==> src/rtl/adc_scan_scheduler.sv <==
// adc_scan_scheduler: round-robin ADC scanner over a shared UART link; define ADC_TIMEOUT_EN for per-phase timeouts
module adc_scan_scheduler #(
  parameter int CHANNELS = 4,
  parameter logic [7:0] CMD_BASE = 8'hA1,
  parameter int TIMEOUT_TICKS = 12000
) (
  input  logic        clock12MHz,
  input  logic        resetN,
  input  logic        run,
  input  logic [3:0]  enableMask,
  output logic        sendRequest,
  output logic [7:0]  sendData,
  input  logic        sendComplete,
  output logic        readyForRx,
  input  logic [7:0]  rxData,
  input  logic        rxComplete,
  output logic [39:0] results,
  output logic        sampleValid,
  output logic [1:0]  sampleChannel,
  output logic        timeoutErr,
  output logic        busy
);
  typedef enum logic [2:0] {IDLE, PICK, SEND, RX_LO, GAP, RX_HI, STORE} state_t;
  localparam logic [3:0] USED = 4'((1 << CHANNELS) - 1);
  state_t state_q, state_d;
  logic [1:0] ptr_q, ptr_d, ch_q, ch_d, samp_ch_q, samp_ch_d, next_ch, idx;
  logic [7:0] lo_q, lo_d, send_data_q, send_data_d;
  logic [1:0] hi_q, hi_d;
  logic [39:0] results_q, results_d;
  logic send_req_q, send_req_d, rdy_q, rdy_d, valid_q, valid_d, terr_q, terr_d;
  logic [3:0] mask;
  logic found, tmo;
  assign mask = enableMask & USED;
  // descending scan so the nearest channel after the pointer wins
  always_comb begin
    next_ch = ptr_q;
    found = 1'b0;
    idx = '0;
    for (int i = CHANNELS; i >= 1; i--) begin
      idx = 2'((int'(ptr_q) + i) % CHANNELS);
      if (mask[idx]) begin
        next_ch = idx;
        found = 1'b1;
      end
    end
  end
`ifdef ADC_TIMEOUT_EN
  logic [13:0] cnt_q, cnt_d;
  assign cnt_d = (state_d != state_q) ? '0 : cnt_q + 14'd1;
  assign tmo = (state_q == SEND || state_q == RX_LO || state_q == RX_HI) && cnt_q == 14'(TIMEOUT_TICKS - 1);
  always_ff @(posedge clock12MHz) cnt_q <= !resetN ? '0 : cnt_d;
`else
  assign tmo = TIMEOUT_TICKS < 0;
`endif
  always_comb begin
    state_d = state_q;
    ptr_d = ptr_q;
    ch_d = ch_q;
    samp_ch_d = samp_ch_q;
    lo_d = lo_q;
    hi_d = hi_q;
    send_data_d = send_data_q;
    results_d = results_q;
    send_req_d = send_req_q;
    rdy_d = rdy_q;
    valid_d = 1'b0;
    terr_d = 1'b0;
    case (state_q)
      IDLE: state_d = (run && |mask) ? PICK : IDLE;
      PICK: begin
        state_d = found ? SEND : IDLE;
        ch_d = found ? next_ch : ch_q;
        send_data_d = found ? CMD_BASE + 8'(next_ch) : send_data_q;
        send_req_d = found;
      end
      SEND: if (sendComplete) begin
        send_req_d = 1'b0;
        rdy_d = 1'b1;
        state_d = RX_LO;
      end
      RX_LO: if (rxComplete) begin
        lo_d = rxData;
        rdy_d = 1'b0;
        state_d = GAP;
      end
      GAP: if (!rxComplete) begin
        rdy_d = 1'b1;
        state_d = RX_HI;
      end
      RX_HI: if (rxComplete) begin
        hi_d = rxData[1:0];
        rdy_d = 1'b0;
        state_d = STORE;
      end
      STORE: begin
        results_d[10*int'(ch_q) +: 10] = {hi_q, lo_q};
        valid_d = 1'b1;
        samp_ch_d = ch_q;
        ptr_d = ch_q;
        state_d = run ? PICK : IDLE;
      end
      default: state_d = IDLE;
    endcase
    if (tmo) begin
      send_req_d = 1'b0;
      rdy_d = 1'b0;
      terr_d = 1'b1;
      samp_ch_d = ch_q;
      ptr_d = ch_q;
      state_d = run ? PICK : IDLE;
    end
  end
  always_ff @(posedge clock12MHz) begin
    if (!resetN) begin
      state_q <= IDLE;
      ptr_q <= 2'(CHANNELS - 1);
      ch_q <= '0;
      samp_ch_q <= '0;
      lo_q <= '0;
      hi_q <= '0;
      send_data_q <= '0;
      results_q <= '0;
      send_req_q <= 1'b0;
      rdy_q <= 1'b0;
      valid_q <= 1'b0;
      terr_q <= 1'b0;
    end else begin
      state_q <= state_d;
      ptr_q <= ptr_d;
      ch_q <= ch_d;
      samp_ch_q <= samp_ch_d;
      lo_q <= lo_d;
      hi_q <= hi_d;
      send_data_q <= send_data_d;
      results_q <= results_d;
      send_req_q <= send_req_d;
      rdy_q <= rdy_d;
      valid_q <= valid_d;
      terr_q <= terr_d;
    end
  end
  assign sendRequest = send_req_q;
  assign sendData = send_data_q;
  assign readyForRx = rdy_q;
  assign results = results_q;
  assign sampleValid = valid_q;
  assign sampleChannel = samp_ch_q;
  assign timeoutErr = terr_q;
  assign busy = state_q != IDLE;
endmodule
==> config.mk <==
export PLATFORM = sky130hd
export DESIGN_NAME = adc_scan_scheduler
export DESIGN_NICKNAME = d
export VERILOG_FILES = /design/src/rtl/adc_scan_scheduler.sv
export SDC_FILE = /design/constraint.sdc
export NUM_CORES = 1
export LEC_CHECK = 0
export ABC_CLOCK_PERIOD_IN_PS = 2180
export CAP_MARGIN = 5
export CORE_MARGIN = 10
export CORE_UTILIZATION = 46
export DETAILED_ROUTE_END_ITERATION = 8
export GPL_TIMING_DRIVEN = 1
export PLACE_DENSITY = 0.76
export SETUP_SLACK_MARGIN = 0.4
export SLEW_MARGIN = 20
export SYNTH_ARGS = -nofsm -noshare
export SYNTH_HDL_FRONTEND = slang
export SYNTH_SLANG_ARGS = --single-unit
==> constraint.sdc <==
create_clock -name clock12MHz -period 2.18 [get_ports clock12MHz]
set_input_delay 0.327 -clock clock12MHz [delete_from_list [all_inputs] [get_ports clock12MHz]]
set_output_delay 0.327 -clock clock12MHz [all_outputs]
set_load 0.01 [all_outputs]
# After elaboration in Yosys (flattened, before gate mapping)
# Cells that the tools add are included.
[word_totals] reg_bits=70 input_bits=17 out_inout_bits=55 wordCells=80
[classes] addsub=6 n_mul=1 n_lt_le_gt_ge=4 eq_ne=11 shift=2 n_mux=32 n_reduce_logical=13
[op_table] cell="$bwmux W40" count=1
[op_table] cell="$shift A10 B33 Y40 const A" count=1
[op_table] cell="$shiftx A10 B33 Y40" count=1
[op_table] cell="$neg A6 Y33" count=1
[op_table] cell="$pmux W3 S7" count=1
[op_table] cell="$mux W1" count=15
[op_table] cell="$lt A2 B3 Y1 const B" count=4
[op_table] cell="$mux W3" count=4
[op_table] cell="$mux W2" count=5
[op_table] cell="$eq A3 B3 Y1 const B" count=3
[op_table] cell="$add A8 B2 Y8 const A" count=1
[op_table] cell="$bmux W1 S2" count=4
[op_table] cell="$ne A2 B2 Y1 const B" count=4
[op_table] cell="$reduce_and A2 Y1" count=4
[op_table] cell="$reduce_and A4 Y1" count=2
[op_table] cell="$eq A3 B2 Y1 const B" count=2
[op_table] cell="$reduce_bool A3 Y1" count=2
[op_table] cell="$mul A3 B2 Y5 const A" count=1
[op_table] cell="$add A2 B1 Y2 const B" count=2
[op_table] cell="$add A2 B2 Y2 const B" count=2
[op_table] cell="$reduce_or A4 Y1" count=1
[op_table] cell="$eq A3 B1 Y1 const B" count=1
[op_table] cell="$logic_not A3 Y1" count=1
[op_table] cell="$pmux W1 S3" count=1
[op_table] cell="5 further kinds" count=5

# Depth between registers and ports, before layout
[logic_depth] word_depth=9 mapped_depth=9 mapped_depth_nobuf=6

# Worst setup path before layout
# OpenSTA, ideal clock, no wires.
[synth_path] path_kind="reg2reg" from="reg ch_q[0]" to="reg results_q[10], in the netlist results[10]" setup_time_ns=0.116 arrival_time_ns=1.966 t_required_ns=2.064 path_slack_ns=0.098 path_stages_with_launch=8 synth_period_minus_slack_ns=2.082 path_cell_list="dfxtp_1 buf_6 clkinv_1 ha_1 buf_2 mux4_2 a32o_1 a41o_1"
[synth_between] elab_chain_len=4 elab_cells_between_ends=5 classes_between="add/sub (1); mul (1); shift (2); mux (1)"
[synth_lines] item="start, declared" line="26" text="logic [1:0] ptr_q, ptr_d, ch_q, ch_d, samp_ch_q, samp_ch_d, next_ch, idx;"
[synth_lines] item="start signal, assigned" line="130" text="ch_q <= ch_d;"
[synth_lines] item="$mul A3 B2 Y5 (*)" line="96" text="results_d[10*int'(ch_q) +: 10] = {hi_q, lo_q};"
[synth_lines] item="$neg A6 Y33 (*)" line="96"
[synth_lines] item="$shiftx A10 B33 Y40 or $shift A10 B33 Y40 (tied branches)" line="96"
[synth_lines] item="$bwmux W40 (*)" line="96"
[synth_lines] item="end signal, assigned" line="135" text="results_q <= results_d;"
[synth_lines] item="end, declared" line="29" text="logic [39:0] results_q, results_d;"
# Every way passes the cells marked *; elsewhere a longest branch is shown, timed or not.
# A chain may end at the register's enable or synchronous reset.

# Worst setup path after layout
[layout_path] from="reg ch_q[1]" to="reg results_q[20], in the netlist results[20]"
# The elaborated chain is that of the path after synthesis.

==> results.toml <==
[outcome]
outcome = "finished, final reports clean"

[power_and_ir_drop]
finalPower_mw = 3.16
leakage_nw = 1.62
ir_drop_v = 0.000364
p_per_area_nw_per_um2 = 687

[global_routing]
grt_pass1_wl_microns = 15200
grt_antenna_before_repair = 0
grt_max_degree = 33
gr-total-overflow = 0
track_usage = 0.164
grt_pass1_vias = 3094

[floorplan]
die-area_sq_um = 11100
start_util = 0.468
io_pins = 72
core-area_sq_um = 7140
die_w_microns = 105
fp-row-count = 31
fp.dieH_microns = 105

[drt]
via_count = 3194
dr.pass1.iters = 6
avgRoutedWirePerCell_microns = 16.9
drc = 0
ant_nets = 0
dr.first_iter.drc_count = 231
routed_wl_microns = 9570
vias_per_cell = 5.63

[cts]
cts_made_buffers = 9
cts_sinks = 66
clk_latency_ns = 0.34
cts_tree = "built"
cts_root_buf = "clkbuf_8"
htreeDepth = 3
clk_path_buf_depth = 2
path_clk_slew_ns = 0.07

[timing]
hold_viol_final = 0
min_period_ns = 1.79
setup_tns_ns = 0
finalClockSkew_ns = 0.0105
fin_crit_sh = 0.820
rsz0062_at_grt = "yes"
maxSlewViolCount = 0
holdWs_ns = 0.379
setup_viol = 0
clock.fmax_ghz = 0.559
maxSlewHeadroom = 0.634
tightest_slew_ns = 0.533

[layout]
final_core_util = 0.644
num_antenna_cells = 0
drive_above_1_share = 0.152
final_cells = 567
syn_to_final_growth_pct = 37.7
nets = 486

[synthesis]
yosysWarnings = 0
async_flop_share = 0
synth_ff_type = "dfxtp_1"
synth_cell_types = 57
synth_area_leaders = "dfxtp_1 40%, mux2i_1 5.4%, nand2_1 5.4%, nor2b_1 3.4%, a21boi_1 3.1%"
synth_commonest_cells = "66 x dfxtp_1, 48 x nand2_1, 19 x o21ai_1"
synth_most_common_cell = "dfxtp_1"
seq_area_frac_synth = 0.396
netlist_area_sq_um = 3340
syn_avg_cell_area_sq_um = 8.56
synth_top_area_frac = 0.396
synth_seq_cells = 66
syn_inst = 390
synth_edf_count = 0
yosysTopAreaCell = "dfxtp_1"

[critical_path]
critPathCaptureType = "flip-flop"
endpoint = "results[20]$_SDFFE_PN0P_"
reg2reg_depth = 7
r2r-end = "results[20]$_SDFFE_PN0P_"
arrival_ns = 2.07
path_class = "flip-flop to flip-flop"
start_kind = "flip-flop"
rr_startpoint = "ch_q[1]$_SDFFE_PN0P_"
required_ns = 2.46
regToRegSetupSlack_ns = 0.39
crit_path_start = "ch_q[1]$_SDFFE_PN0P_"
cp_max_fo = 14

[placement]
dp_cells = 537
io_buffers = 67
dp_hpwl_microns = 6970
place_congestion = 0.947

[run]
maxCapViolCount = 0

[hold_path]
hold_path.class = "input port to flip-flop"
## timing repair
action / in CTS / in global routing
setup buffers: 5 / 9
pin swaps: 3 / 7
hold buffers: 0 / 0
gates resized for setup: 17 / 19
setup endpoints to repair: 36 / 27
## worst min-delay path by stage
stage / startpoint / endpoint / cells after the start
2_1_floorplan: lo_q[6]$_SDFFE_PN0P_ / lo_q[6]$_SDFFE_PN0P_ / 2
3_3_place_gp: results[16]$_SDFFE_PN0P_ / results[16]$_SDFFE_PN0P_ / 2
3_5_place_dp: results[16]$_SDFFE_PN0P_ / results[16]$_SDFFE_PN0P_ / 2
4_1_cts: resetN / results[4]$_SDFFE_PN0P_ / 3
5_1_grt: resetN / lo_q[6]$_SDFFE_PN0P_ / 2
6_report: resetN / results[4]$_SDFFE_PN0P_ / 3
## state kept, by name (all words and copies together), names as in the netlist
register,count
sendData,4
readyForRx,1
ch_q,2
sendRequest,1
sampleChannel,2
ptr_q,2
lo_q,8
sampleValid,1
state_q,3
hi_q,2
results,40
## worst max-delay path: stages (launching register included)
cell      delay (ns)
dfxtp_1         0.33
buf_4           0.14
ha_4            0.18
buf_12          0.14
nand4b_1        0.23
nor4_1          0.51
a21oi_1         0.08
nor2b_1         0.12
## cells in the final DEF (no fill, tap or decap), types with 4 or more instances in the layout
| cell type | Yosys | layout |
|---|---|---|
| a21boi_0 | 4 | 4 |
| a21boi_1 | 14 | 14 |
| a21oi_1 | 17 | 17 |
| a22oi_1 | 10 | 8 |
| and2_1 | 7 | 6 |
| buf_4 | 6 | 21 |
| clkbuf_8 | 0 | 11 |
| clkdlybuf4s50_1 | 0 | 65 |
| conb_1 | 1 | 4 |
| dfxtp_1 | 66 | 63 |
| ha_4 | 0 | 4 |
| inv_1 | 7 | 7 |
| mux2i_1 | 18 | 15 |
| nand2_1 | 48 | 48 |
| nand2b_1 | 7 | 6 |
| nand3_1 | 15 | 15 |
| nand3b_1 | 5 | 5 |
| nand4_1 | 6 | 6 |
| nor2_1 | 10 | 10 |
| nor2b_1 | 18 | 18 |
| nor3_1 | 5 | 5 |
| o21ai_0 | 16 | 15 |
| o21ai_1 | 19 | 19 |
| o31ai_1 | 5 | 5 |
## area by class of cell
class | instances | area, sq um
fill | 603 | 2540
clock inverter | 4 | 97.6
timing repair buffer | 93 | 890
sequential | 66 | 1330
tap | 99 | 124
inverter | 8 | 42.5
multi-input combinational | 285 | 1960
clock buffer | 12 | 155
## cell families after synthesis
| group | after synthesis | synth area share |
|---|---|---|
| fa+ha+maj | 6 | 0.0225 |
| buf+inv | 42 | 0.0611 |
| flops | 66 | 0.396 |
| mux | 19 | 0.0607 |
| simple gates | 148 | 0.248 |
| other cells | 1 | 0.00112 |
| compound gates | 108 | 0.211 |
## per-stage QoR
| stage | area (sq um) | worst slack, ns |
|---|---|---|
| 3_3_place_gp | 4080 | 0.213 |
| 5_1_grt | 4600 | 0.251 |
| 3_5_place_dp | 4080 | 0.200 |
| 2_1_floorplan | 3380 | 0.380 |
| 6_report | 4600 | 0.392 |
| 4_1_cts | 4450 | 0.367 |
## routing by layer
metal	part of all wire	vias to the layer above	global-route usage
met5	0	-	0
met4	0.028	0	0.0676
met3	0.071	30	0.0461
met2	0.46	146	0.259
met1	0.44	1478	0.205
li1	-	1540	-
## power by group
part	switching (mW)	leakage, nW	internal (mW)
Clock	0.449	0.123	0.823
Sequential	0.0369	0.535	1.23
Combinational	0.330	0.967	0.289
Total	0.815	1.62	2.34
Power figures use the tool's default switching activity.
